`src/rtl/axi_rab_pkg.sv`:
```
// Shared definitions for the RAB AXI4 channel buffers.
// Holds the RRESP encodings, the R-entry field offsets and the entry-width helper.
// R entry layout (LSB first): rlast, rdata, rresp, rid, ruser.
package axi_rab_pkg;

    typedef enum logic [1:0] {
        RRESP_OKAY   = 2'b00,
        RRESP_EXOKAY = 2'b01,
        RRESP_SLVERR = 2'b10,
        RRESP_DECERR = 2'b11
    } rresp_e;

    localparam int unsigned RESP_W   = 2;
    localparam int unsigned LAST_LSB = 0;
    localparam int unsigned DATA_LSB = 1;

    // Offsets of the fields that sit above the data-width-dependent rdata field
    function automatic int unsigned resp_lsb(input int unsigned data_w);
        return DATA_LSB + data_w;
    endfunction

    function automatic int unsigned id_lsb(input int unsigned data_w);
        return resp_lsb(data_w) + RESP_W;
    endfunction

    function automatic int unsigned user_lsb(input int unsigned data_w, input int unsigned id_w);
        return id_lsb(data_w) + id_w;
    endfunction

    // W = DATA + ID + USER + rresp(2) + rlast(1)
    function automatic int unsigned r_entry_width(input int unsigned data_w,
                                                  input int unsigned id_w,
                                                  input int unsigned user_w);
        return data_w + id_w + user_w + 3;
    endfunction

endpackage

```
`src/rtl/axi4_rdch_buffer_if.sv`:
```
// AXI4 read-data (R) channel bundle.
// master modport: the side that receives beats and drives rready.
// slave  modport: the side that drives rvalid and the beat payload.
interface axi4_rdch_buffer_if #(
    parameter int unsigned DATA_W = 32,
    parameter int unsigned ID_W   = 4,
    parameter int unsigned USER_W = 2
);
    logic              rvalid;
    logic              rready;
    logic [DATA_W-1:0] rdata;
    logic [ID_W-1:0]   rid;
    logic [1:0]        rresp;
    logic              rlast;
    logic [USER_W-1:0] ruser;

    modport master (
        input  rvalid, rdata, rid, rresp, rlast, ruser,
        output rready
    );

    modport slave (
        output rvalid, rdata, rid, rresp, rlast, ruser,
        input  rready
    );
endinterface

```
`src/rtl/axi4_rdch_fifo.sv`:
```
// Generic W-bit, DEPTH-entry synchronous FIFO with a registered not-full ready.
// Ports: clk/rst_n (async active-low); in_valid/in_ready/in_data push side;
// out_valid_c/out_ready/out_data_c pop side (head entry, derived from flops);
// count = registered occupancy 0..DEPTH.
// DEPTH must be a power of two >= 2; pointers carry one extra wrap bit.
module axi4_rdch_fifo #(
    parameter int unsigned W     = 8,
    parameter int unsigned DEPTH = 2
) (
    input  logic                   clk,
    input  logic                   rst_n,
    input  logic                   in_valid,
    output logic                   in_ready,
    input  logic [W-1:0]           in_data,
    output logic                   out_valid_c,
    input  logic                   out_ready,
    output logic [W-1:0]           out_data_c,
    output logic [$clog2(DEPTH):0] count
);
    localparam int unsigned IDX_W = $clog2(DEPTH);
    localparam int unsigned PTR_W = IDX_W + 1;

    logic [PTR_W-1:0] wr_ptr_q, wr_ptr_d;
    logic [PTR_W-1:0] rd_ptr_q, rd_ptr_d;
    logic [PTR_W-1:0] count_q, count_d;
    logic             rdy_q, rdy_d;
    logic [W-1:0]     mem_q [DEPTH];

    logic empty_c, full_c, push_c, pop_c;

    // Pointer/count/ready next-state
    always_comb begin
        empty_c  = (wr_ptr_q == rd_ptr_q);
        full_c   = (wr_ptr_q[IDX_W-1:0] == rd_ptr_q[IDX_W-1:0]) &&
                   (wr_ptr_q[IDX_W] != rd_ptr_q[IDX_W]);
        // rdy_q is already low when full; the full term only guards the pointers
        push_c   = in_valid & rdy_q & ~full_c;
        pop_c    = ~empty_c & out_ready;
        wr_ptr_d = wr_ptr_q + PTR_W'(push_c);
        rd_ptr_d = rd_ptr_q + PTR_W'(pop_c);
        count_d  = count_q + PTR_W'(push_c) - PTR_W'(pop_c);
        // Registered ready looks at the post-edge occupancy, never at out_ready directly
        rdy_d    = (count_d < PTR_W'(DEPTH));
    end

    // State registers
    always_ff @(posedge clk or negedge rst_n) begin
        if (!rst_n) begin
            wr_ptr_q <= '0;
            rd_ptr_q <= '0;
            count_q  <= '0;
            rdy_q    <= 1'b0;
        end else begin
            wr_ptr_q <= wr_ptr_d;
            rd_ptr_q <= rd_ptr_d;
            count_q  <= count_d;
            rdy_q    <= rdy_d;
        end
    end

    // Storage: entries are not reset
    always_ff @(posedge clk) begin
        if (push_c) begin
            mem_q[wr_ptr_q[IDX_W-1:0]] <= in_data;
        end
    end

    assign in_ready    = rdy_q;
    assign out_valid_c = ~empty_c;
    assign out_data_c  = mem_q[rd_ptr_q[IDX_W-1:0]];
    assign count       = count_q;

endmodule

```
`src/rtl/axi4_rdch_buffer.sv`:
```
// Elastic buffer for the AXI4 R channel: beats arriving on m_axi4 (from the
// downstream slave) are queued and presented on s_axi4 (to the upstream master)
// with no combinational path between the two sides.
// Ports: axi4_aclk, axi4_arstn (async active-low); m_axi4 (master modport,
// receives beats, drives rready); s_axi4 (slave modport, drives head beat);
// rd_fill_level (occupancy, present only with AXI4_RDCH_BUF_LEVEL_EN defined).
module axi4_rdch_buffer
    import axi_rab_pkg::*;
#(
    parameter int unsigned C_AXI_DATA_WIDTH = 32,
    parameter int unsigned C_AXI_ID_WIDTH   = 4,
    parameter int unsigned C_AXI_USER_WIDTH = 2,
    parameter int unsigned DEPTH            = 2
) (
    input  logic                        axi4_aclk,
    input  logic                        axi4_arstn,
    axi4_rdch_buffer_if.master          m_axi4,
    axi4_rdch_buffer_if.slave           s_axi4
`ifdef AXI4_RDCH_BUF_LEVEL_EN
    ,
    output logic [$clog2(DEPTH):0]      rd_fill_level
`endif
);
    localparam int unsigned W        = r_entry_width(C_AXI_DATA_WIDTH, C_AXI_ID_WIDTH,
                                                     C_AXI_USER_WIDTH);
    localparam int unsigned RESP_LSB = resp_lsb(C_AXI_DATA_WIDTH);
    localparam int unsigned ID_LSB   = id_lsb(C_AXI_DATA_WIDTH);
    localparam int unsigned USER_LSB = user_lsb(C_AXI_DATA_WIDTH, C_AXI_ID_WIDTH);

    logic [W-1:0]              push_data;
    logic [W-1:0]              head_data_c;
    logic [$clog2(DEPTH):0]    fill_level;

    // Pack incoming beat
    assign push_data = {m_axi4.ruser, m_axi4.rid, m_axi4.rresp, m_axi4.rdata, m_axi4.rlast};

    axi4_rdch_fifo #(
        .W     (W),
        .DEPTH (DEPTH)
    ) u_fifo (
        .clk         (axi4_aclk),
        .rst_n       (axi4_arstn),
        .in_valid    (m_axi4.rvalid),
        .in_ready    (m_axi4.rready),
        .in_data     (push_data),
        .out_valid_c (s_axi4.rvalid),
        .out_ready   (s_axi4.rready),
        .out_data_c  (head_data_c),
        .count       (fill_level)
    );

    // Unpack head entry
    assign s_axi4.rlast = head_data_c[LAST_LSB];
    assign s_axi4.rdata = head_data_c[DATA_LSB +: C_AXI_DATA_WIDTH];
    assign s_axi4.rresp = head_data_c[RESP_LSB +: RESP_W];
    assign s_axi4.rid   = head_data_c[ID_LSB   +: C_AXI_ID_WIDTH];
    assign s_axi4.ruser = head_data_c[USER_LSB +: C_AXI_USER_WIDTH];

`ifdef AXI4_RDCH_BUF_LEVEL_EN
    assign rd_fill_level = fill_level;
`else
    // Occupancy still drives ready internally; only the port is dropped
    logic unused_fill_level;
    assign unused_fill_level = ^fill_level;
`endif

endmodule

```
`src/flat_wrapper.sv`:
```
// flat-port wrapper written by rule: the top's interface ports become plain ports
module axi4_rdch_buffer_flat import axi_rab_pkg::*;
#(
    parameter int unsigned C_AXI_DATA_WIDTH = 32,
    parameter int unsigned C_AXI_ID_WIDTH   = 4,
    parameter int unsigned C_AXI_USER_WIDTH = 2,
    parameter int unsigned DEPTH            = 2
)
  (axi4_aclk, axi4_arstn, m_axi4_rvalid, m_axi4_rdata, m_axi4_rid, m_axi4_rresp, m_axi4_rlast, m_axi4_ruser, m_axi4_rready, s_axi4_rvalid, s_axi4_rdata, s_axi4_rid, s_axi4_rresp, s_axi4_rlast, s_axi4_ruser, s_axi4_rready);
  axi4_rdch_buffer_if #(.DATA_W((32)), .ID_W((4)), .USER_W((2))) m_axi4_i ();
  axi4_rdch_buffer_if #(.DATA_W((32)), .ID_W((4)), .USER_W((2))) s_axi4_i ();
  input  logic axi4_aclk;
  input  logic axi4_arstn;
  input wire logic [$bits(m_axi4_i.rvalid)-1:0] m_axi4_rvalid;
  input wire logic [$bits(m_axi4_i.rdata)-1:0] m_axi4_rdata;
  input wire logic [$bits(m_axi4_i.rid)-1:0] m_axi4_rid;
  input wire logic [$bits(m_axi4_i.rresp)-1:0] m_axi4_rresp;
  input wire logic [$bits(m_axi4_i.rlast)-1:0] m_axi4_rlast;
  input wire logic [$bits(m_axi4_i.ruser)-1:0] m_axi4_ruser;
  output wire logic [$bits(m_axi4_i.rready)-1:0] m_axi4_rready;
  output wire logic [$bits(s_axi4_i.rvalid)-1:0] s_axi4_rvalid;
  output wire logic [$bits(s_axi4_i.rdata)-1:0] s_axi4_rdata;
  output wire logic [$bits(s_axi4_i.rid)-1:0] s_axi4_rid;
  output wire logic [$bits(s_axi4_i.rresp)-1:0] s_axi4_rresp;
  output wire logic [$bits(s_axi4_i.rlast)-1:0] s_axi4_rlast;
  output wire logic [$bits(s_axi4_i.ruser)-1:0] s_axi4_ruser;
  input wire logic [$bits(s_axi4_i.rready)-1:0] s_axi4_rready;
  assign m_axi4_i.rvalid = m_axi4_rvalid;
  assign m_axi4_i.rdata = m_axi4_rdata;
  assign m_axi4_i.rid = m_axi4_rid;
  assign m_axi4_i.rresp = m_axi4_rresp;
  assign m_axi4_i.rlast = m_axi4_rlast;
  assign m_axi4_i.ruser = m_axi4_ruser;
  assign m_axi4_rready = m_axi4_i.rready;
  assign s_axi4_rvalid = s_axi4_i.rvalid;
  assign s_axi4_rdata = s_axi4_i.rdata;
  assign s_axi4_rid = s_axi4_i.rid;
  assign s_axi4_rresp = s_axi4_i.rresp;
  assign s_axi4_rlast = s_axi4_i.rlast;
  assign s_axi4_ruser = s_axi4_i.ruser;
  assign s_axi4_i.rready = s_axi4_rready;
  axi4_rdch_buffer #(.C_AXI_DATA_WIDTH(C_AXI_DATA_WIDTH), .C_AXI_ID_WIDTH(C_AXI_ID_WIDTH), .C_AXI_USER_WIDTH(C_AXI_USER_WIDTH), .DEPTH(DEPTH)) u_core (.axi4_aclk(axi4_aclk), .axi4_arstn(axi4_arstn), .m_axi4(m_axi4_i), .s_axi4(s_axi4_i));
endmodule
```
`config.mk`:
```
export PLATFORM = sky130hd
export DESIGN_NAME = axi4_rdch_buffer_flat
export DESIGN_NICKNAME = d
export VERILOG_FILES = /design/src/rtl/axi_rab_pkg.sv /design/src/rtl/axi4_rdch_buffer_if.sv /design/src/rtl/axi4_rdch_fifo.sv /design/src/rtl/axi4_rdch_buffer.sv /design/src/flat_wrapper.sv
export SDC_FILE = /design/constraint.sdc
export NUM_CORES = 1
export LEC_CHECK = 0
export BUFFER_PORTS_ARGS = -buffer_cell sky130_fd_sc_hd__buf_4
export CORE_MARGIN = 2
export CORE_UTILIZATION = 55
export CTS_CLUSTER_SIZE = 12
export DETAILED_ROUTE_END_ITERATION = 12
export GPL_ROUTABILITY_DRIVEN = 0
export GPL_TIMING_DRIVEN = 0
export PLACE_DENSITY_LB_ADDON = 0.15
export SYNTH_ARGS = -nofsm -noshare
export SYNTH_HDL_FRONTEND = slang
export SYNTH_SLANG_ARGS = --single-unit
```
`constraint.sdc`:
```
create_clock -name axi4_aclk -period 6.27 [get_ports axi4_aclk]
set_clock_uncertainty 0.2 [all_clocks]
set_input_delay 0.9405 -clock axi4_aclk [delete_from_list [all_inputs] [get_ports axi4_aclk]]
set_output_delay 0.9405 -clock axi4_aclk [all_outputs]
set_load 0.02 [all_outputs]
```
== Word-level counts from Yosys, hierarchy flattened ==
Memory sizes are Yosys's and may differ from the RTL's.
Index checks and enable logic that the tools add are counted.
Storage, ports and cells
  register bits: 7
  RAM bits: 82
  bits of input ports: 45
  output and inout bits: 43
  logic and storage cells: 21
  memories: 1
Memory list
  u_core.u_fifo.mem_q: words 2, width 41, rd ports 1, clocked after Yosys merged registers in 0, write ports 1, line axi4_rdch_fifo.sv:27  | logic [W-1:0] mem_q [DEPTH];
Operators by class
  add/sub/neg operators: 4
  $lt $le $gt $ge: 1
  equal/unequal tests: 3
  muxes and demuxes: 2
  bitwise gates (word level): 5
  reductions and logical operators: 1
Operator list (number)
  $add A2 B1 Y2: 3
  $and A1 B1 Y1: 3
  $eq A2 B2 Y1: 1
  $lt A2 B2 Y1 const B: 1
  $mux W1: 2
  $not A1 Y1: 2
  $sub A2 B1 Y2: 1
  $eq A1 B1 Y1: 1
  $logic_and A1 B1 Y1: 1
  $ne A1 B1 Y1: 1

== Longest topological paths before layout ==
Gate-level depths: netlist of the first run.
  depth in word-level cells: 7
  mapped depth: 8
  mapped depth without buffers: 7

== Worst setup path before layout of the first run ==
Ideal clock, no wire load.
  path type: input -> register
  start: input m_axi4_rvalid
  end: memory u_core.u_fifo.mem_q[1][0] in the netlist's numbering (enable)
  library setup time: 404 ps
  arrival time: 2338 ps
  data required time: 5666 ps
  path slack: 3328 ps
  cell stages on the path: 3
  path buffers: 0
  cells stage by stage: nand2_1 a21oi_1 ha_1
On the way
  word-level cells in the longest chain between the ends: 4
RTL lines
  start, declared: line flat_wrapper.sv:14  | input wire logic [$bits(m_axi4_i.rvalid)-1:0] m_axi4_rvalid;
  $and A1 B1 Y1 (2 in a row): line axi4_rdch_fifo.sv:37  | push_c = in_valid & rdy_q & ~full_c;
  $mux W1: line axi4_rdch_fifo.sv:63  | if (push_c) begin
  $mux W1 (implied by the code): line axi4_rdch_fifo.sv:64  | mem_q[wr_ptr_q[IDX_W-1:0]] <= in_data;
  end, declared: line axi4_rdch_fifo.sv:27
Every way passes these cells.

== Worst setup path after layout of the first run ==
  start: register u_core.u_fifo.rd_ptr_q[0]
  end: output s_axi4_rdata[26]
On the way
  word-level cells in the longest chain between the ends: 1
RTL lines
  start, declared: line axi4_rdch_fifo.sv:24  | logic [PTR_W-1:0] rd_ptr_q, rd_ptr_d;
  start signal, assigned: line axi4_rdch_fifo.sv:55  | rd_ptr_q <= rd_ptr_d;
  $mem_v2 Z2 W41
  end, declared: line flat_wrapper.sv:22  | output wire logic [$bits(s_axi4_i.rdata)-1:0] s_axi4_rdata;
Every way passes these cells.

==> metrics.yaml, run 1 <==
status: "completed"
place_area_um2: 4160
post-route-period-util_pct: 44.7
synth-xor-area-share_pct: 1.79
peakVddDrop_uv: 315
wire_per_inst_um: 16.7
port_buffers: 87
path_max_fanout: 10
p_comb_share_pct: 39.9
antenna_found_initial: 0
crit_path_start_kind: "register"
layout.cells.non_filler: 346
yosysUniqueCellTypes: 24
drv_slew: 0
slowest_stage: "mux2_2"
hold_violations: 0
first_iter_violations: 125
synthCells: 166
yosysWarnings: 0
synth-simple-area-share_pct: 1.30
hold_class: "in -> async"
final.min_clock_period_ns: 2.80
hpwl_um: 3830
vias: 1792
root_buffer: "clkbuf_8"
synthAdderAreaFrac_pct: 1.12
cts_resized: 0
cts_buffer_depth: 2
path_cells: "buf_6, buf_2, mux2_2, buf_4"
synth-seq-cells: 89
rsz0062_at_grt: "false"
setup_tns_ns: 0
drv_cap: 0
numCtsBuffers: 9
core_um2: 5920
leakage_nw: 1.66
max_stage_delay_ns: 0.38
htreeDepth: 3
final_cell_area_um2: 4360
place_ws_ns: 3.50
diodes: 0
power_switching_share_pct: 32.5
max_freq_mhz: 357
nNetsFinal: 314
max_slew.worst_pin.slew_ns: 0.488
die_area_um2: 6760
fp.dieH_um: 82.2
cts.reportedPaths.clkPinSlew_ns: 0.08
overflow: 0
final_common_cell: "buf_4"
seqPwrFrac_pct: 40.4
grt_max_degree: 34
synth_top_family_by_area: "multiplexers"
drive_gt1_share_pct: 55.7
place_inst: 330
drc: 0
dr.pass1.iters: 4
clock_sinks: 89
fill_cells: 395
grt_usage_pct: 17.8
fin_ws_ns: 3.47
syn_nets: 214
setup_viol: 0
pwr-share-clk_pct: 19.7
pin_count: 88
ys_seq_area_share_pct: 78.4
ant_nets: 0
syn-cell-area_um2: 3360
fin_util_pct: 73.7
muxShareOfSynthArea_pct: 14.5
relSlewSlack_pct: 67.5
critPathArrivalTime_ns: 1.66
cts_setup_buffers: 0
critical_path_class: "reg -> out"
holdBufCountCts: 0
p_per_area_nw_per_um2: 477
grt_pass1_vias: 1820
rows: 28
grt_pass1_wl_um: 8430
crit_buf_inv: 3
required_ns: 5.13
p_sw_mw: 0.676
final_cell_mix: "buf_4 (87), edfxtp_1 (82), mux2_2 (41), clkbuf_8 (9), dfrtp_1 (7)"
end_kind: "output pin"
finalPower_mw: 2.08
cts_tree: "yes"
synth-compound-area-share_pct: 1.79
worstSkewPairLatency_ns: 0.35
wl_um: 5770
critical_path.top_delay_family: "buffers and inverters"
via_per_inst: 5.18
avgSynthCellArea_um2: 20.3
initial_core_util_pct: 56.8
dieWidth_um: 82.2
internal-power_mw: 1.41
holdWs_ns: 0.186
syn2layout_area_growth_pct: 29.7
final cells by class:
| cell class | instances | area [um^2] | area share (%) |
|---|---|---|---|
| buffer | 5 | 31.3 | 0.717 |
| sequential | 89 | 2640 | 60.4 |
| tap | 75 | 93.8 | 2.15 |
| clock buffer | 9 | 124 | 2.84 |
| inverter | 2 | 7.51 | 0.172 |
| timing repair buffer | 89 | 693 | 15.9 |
| clock inverter | 7 | 83.8 | 1.92 |
| multi-input combinational | 70 | 693 | 15.9 |
state kept, by name, indices dropped and copies added (netlist names):
| name | count |
|---|---|
| u_core.u_fifo.mem_q | 82 |
| u_core.u_fifo.count | 2 |
| u_core.u_fifo.rd_ptr_q | 2 |
| u_core.u_fifo.wr_ptr_q | 2 |
| u_core.u_fifo.in_ready | 1 |
power groups by stage:
stage | Combinational, mW | Clock, mW | Sequential, mW
final | 0.831 | 0.410 | 0.842
after global routing | 0.895 | 0.437 | 0.853
after CTS | 0.843 | 0.416 | 0.844
after detailed placement | 0.839 | 0 | 0.856
after global placement | 0.810 | 0 | 0.856
after floorplan | 0.530 | 0 | 0.852
synth_stat cells, drive strengths merged:
library cell	number	area share, %
mux2	42	14
dfrtp	7	5.2
o211a	1	0.30
mux2i	1	0.30
inv	2	0.22
a21oi	1	0.15
buf	5	0.93
a31oi	1	0.19
edfxtp	82	73
xor2	4	1.3
a22o	1	0.26
o21ai	3	0.45
nand2	4	0.45
nand4	1	0.19
a22oi	1	0.22
xnor2	2	0.52
ha	3	1.1
nand3	2	0.30
and2	1	0.19
nand2b	1	0.19
a21boi	1	0.22
layer usage:
layer  track usage [%]  routed length [um]
met1              21.7                2440
met3              6.96                 412
met5                 0                   0
met2              27.4                2810
met4              9.17                 107
cells by family (layout without fill, tap and decap cells):
group,after synthesis,count (layout)
flip-flops,89,89
multiplexers,43,43
AO/OA/AOI/OAI,9,9
AND/OR/NAND/NOR,9,9
buffers and inverters,7,112
XOR/XNOR,6,6
adder cells (fa/ha/maj),3,3
worst reg2reg max path, cell delays in order (launching register included):
cell	delay [ns]
dfrtp_1	0.38
buf_6	0.15
xnor2_1	0.16
a21oi_1	0.31
ha_2	0.57
buf_12	0.26
worst paths after layout:
kind | startpoint | slack [ns] | cells past startpoint | endpoint
max | u_core.u_fifo.rd_ptr_q[0]$_DFF_PN0_ | 3.47 | 4 | s_axi4_rdata[26]
max in group asynchronous | axi4_arstn | 5.56 | 1 | u_core.u_fifo.rd_ptr_q[1]$_DFF_PN0_
min | axi4_arstn | 0.19 | 1 | u_core.u_fifo.rd_ptr_q[0]$_DFF_PN0_
min reg2reg | u_core.u_fifo.count[0]$_DFF_PN0_ | 0.28 | 1 | u_core.u_fifo.count[0]$_DFF_PN0_
max reg2reg | u_core.u_fifo.rd_ptr_q[0]$_DFF_PN0_ | 3.93 | 5 | u_core.u_fifo.mem_q[1][32]$_DFFE_PP_
min in group axi4_aclk | u_core.u_fifo.count[0]$_DFF_PN0_ | 0.28 | 1 | u_core.u_fifo.count[0]$_DFF_PN0_
Note: power is estimated with default switching activity, not from simulation.
==> inputs of run 2 (changes only) <==
Settings changed: ABC_AREA set to 1, CORE_UTILIZATION 55 to 47.
Clock period 6.27 ns to 2.35 ns, I/O delays scaled along.
==> metrics.yaml, run 2 <==
status: "completed"
synth.top_cells.by_count: "nand2_1 (139), edfxtp_1 (82), inv_1 (8)"
p_per_area_nw_per_um2: 1190
synth_ff_type: "edfxtp_1"
required_ns: 1.80
final.min_clock_period_ns: 2.23
hold_violations: 0
end_kind: "output pin"
max_slew.worst_pin.slew_ns: 0.609
dieWidth_um: 88.8
fp.dieH_um: 88.8
crit_top_cell: "nand2_1"
pin_count: 88
die_area_um2: 7880
path_cells: "buf_6, inv_6, clkbuf_1, nand2_1, nand2_1, buf_4"
port_buffers: 87
slowest_stage: "dfrtp_1"
critical_path.top_delay_family: "buffers and inverters"
cts_tree: "yes"
ant_nets: 0
peakVddDrop_uv: 551
async_flop_share_pct: 7.87
relSlewSlack_pct: 59.4
initial_core_util_pct: 49.2
grt_pass1_vias: 2285
synth-compound-area-share_pct: 0.630
diodes: 0
clock_sinks: 89
synthTopCellsByArea: "edfxtp_1 (73%), nand2_1 (15%), dfrtp_1 (5.2%), ha_1 (1.1%), inv_1 (0.89%)"
max_freq_mhz: 449
grt_usage_pct: 17.6
cts_buffer_depth: 2
synth_edf_count: 82
layout.cells.non_filler: 504
hpwl_um: 3970
path_max_fanout: 10
synth_top_family_by_area: "simple AND/OR/NAND/NOR gates"
setup_viol: 0
yosysUniqueCellTypes: 18
rows: 30
final_common_cell: "nand2_1"
post-route-period-util_pct: 94.8
synth-simple-area-share_pct: 17.1
syn2layout_area_growth_pct: 41.4
final_cell_area_um2: 4780
root_buffer: "clkbuf_8"
grt_max_degree: 43
finalPower_mw: 5.68
place_area_um2: 4160
ys_seq_area_share_pct: 78.1
drv_slew: 0
largest_register_ffs: 82
syn-cell-area_um2: 3380
setup_tns_ns: 0
wl_um: 6620
htreeDepth: 3
synth.top_cell.area_share_pct: 72.9
max_stage_delay_ns: 0.38
grt_pass1_wl_um: 10100
dr.pass1.iters: 4
power_switching_share_pct: 38.9
hold_class: "in -> async"
drc: 0
vias: 2318
crit_path_start_kind: "register"
antenna_found_initial: 0
drv_cap: 0
synthAdderAreaFrac_pct: 1.11
core_um2: 6870
rsz0062_at_grt: "false"
final_cell_mix: "nand2_1 (139), buf_4 (87), edfxtp_1 (82), dlygate4sd3_1 (42), clkbuf_8 (9)"
place_inst: 446
seqPwrFrac_pct: 39.9
numCtsBuffers: 9
worstSkewPairLatency_ns: 0.35
synth.most_common_cell: "nand2_1"
avgSynthCellArea_um2: 12.8
drive_gt1_share_pct: 28.4
pwr-share-clk_pct: 16.6
leakage_nw: 2.06
via_per_inst: 4.60
cts.reportedPaths.clkPinSlew_ns: 0.09
syn_nets: 311
synth-seq-cells: 89
nNetsFinal: 451
wire_per_inst_um: 13.1
synth-xor-area-share_pct: 0.519
yosysTopAreaCell: "edfxtp_1"
yosysWarnings: 0
critPathArrivalTime_ns: 1.68
fin_util_pct: 69.5
critical_path_class: "reg -> out"
internal-power_mw: 3.47
first_iter_violations: 80
overflow: 0
muxShareOfSynthArea_pct: 0
synthCells: 263
p_sw_mw: 2.21
p_comb_share_pct: 43.4
crit_buf_inv: 4
==> run 2: cell types whose count changed after synthesis, moves of 2 or more <==
| cell | before | now |
|---|---|---|
| buf_2 | 4 | 1 |
| o21ai_0 | 3 | 1 |
| nand2_1 | 4 | 139 |
| xor2_1 | 3 | 1 |
| inv_1 | 2 | 8 |
| mux2_2 | 41 | 0 |
| clkbuf_1 | 0 | 7 |
| nand2_4 | 0 | 2 |
| nor2_1 | 0 | 3 |
| nand2_2 | 0 | 3 |
==> run 2: cell type report <==
cell class	count	area [um^2]
Multi-Input combinational cell	155	681
Fill cell	481	2090
Clock buffer	9	124
Timing Repair Buffer	129	1070
Inverter	10	42.5
Tap cell	96	120
Sequential cell	89	2640
Clock inverter	7	52.6
Buffer	9	45.0
==> run 2: kinds of logic (layout without fill, tap and decap cells) <==
logic type	Yosys count	in the layout
flip-flops	89	89
AO/OA/AOI/OAI	2	2
buffers and inverters	19	164
adder cells (fa/ha/maj)	3	3
XOR/XNOR	2	2
AND/OR/NAND/NOR	148	148
==> run 2: per-layer routing <==
| layer | share of wire, % | vias to the layer above | track usage [%] |
|---|---|---|---|
| met5 | 0 | - | 0 |
| met4 | 0.48 | 0 | 7.44 |
| met3 | 4.4 | 2 | 5.41 |
| met2 | 55 | 58 | 32.0 |
| met1 | 41 | 1116 | 18.7 |
| li1 | - | 1142 | - |
==> run 2: power groups by stage <==
stage	Combinational [mW]	Clock [mW]	Sequential, mW
finish	2.47	0.945	2.27
global route	2.72	1.01	2.30
CTS	2.47	0.960	2.27
detailed placement	2.41	0	2.31
global placement	2.36	0	2.29
floorplan	1.45	0	2.29
==> run 2: final timing paths <==
kind	cells after the start	to	startpoint	slack [ns]
setup / recovery	6	s_axi4_rid[2]	u_core.u_fifo.rd_ptr_q[0]$_DFF_PN0_	0.12
hold / removal	2	u_core.u_fifo.count[1]$_DFF_PN0_	axi4_arstn	0.14
setup reg to reg	7	u_core.u_fifo.mem_q[0][6]$_DFFE_PP_	u_core.u_fifo.wr_ptr_q[0]$_DFF_PN0_	0.16
hold reg to reg	1	u_core.u_fifo.count[0]$_DFF_PN0_	u_core.u_fifo.count[0]$_DFF_PN0_	0.30
max in group asynchronous	2	u_core.u_fifo.wr_ptr_q[0]$_DFF_PN0_	axi4_arstn	1.68
min in group axi4_aclk	4	u_core.u_fifo.rd_ptr_q[1]$_DFF_PN0_	s_axi4_rready	0.17
==> run 2: repair_timing <==
| item | CTS | global route |
|---|---|---|
| gates resized for setup | 0 | 6 |
| buffers inserted | 0 | 0 |
| endpoints found under the hold margin | 89 | 0 |
| pin swaps | 0 | 0 |
| hold buffers | 42 | 0 |
| endpoints found under the setup margin | 83 | 95 |
==> run 2: per-stage QoR <==
stage,setup WS (ns),hold WS (ns)
2_1_floorplan,0.269,-0.143
3_3_place_gp,-0.0868,-0.0284
3_5_place_dp,-0.114,-0.0280
4_1_cts,-0.138,0.131
5_1_grt,0.00409,0.143
6_report,0.121,0.145
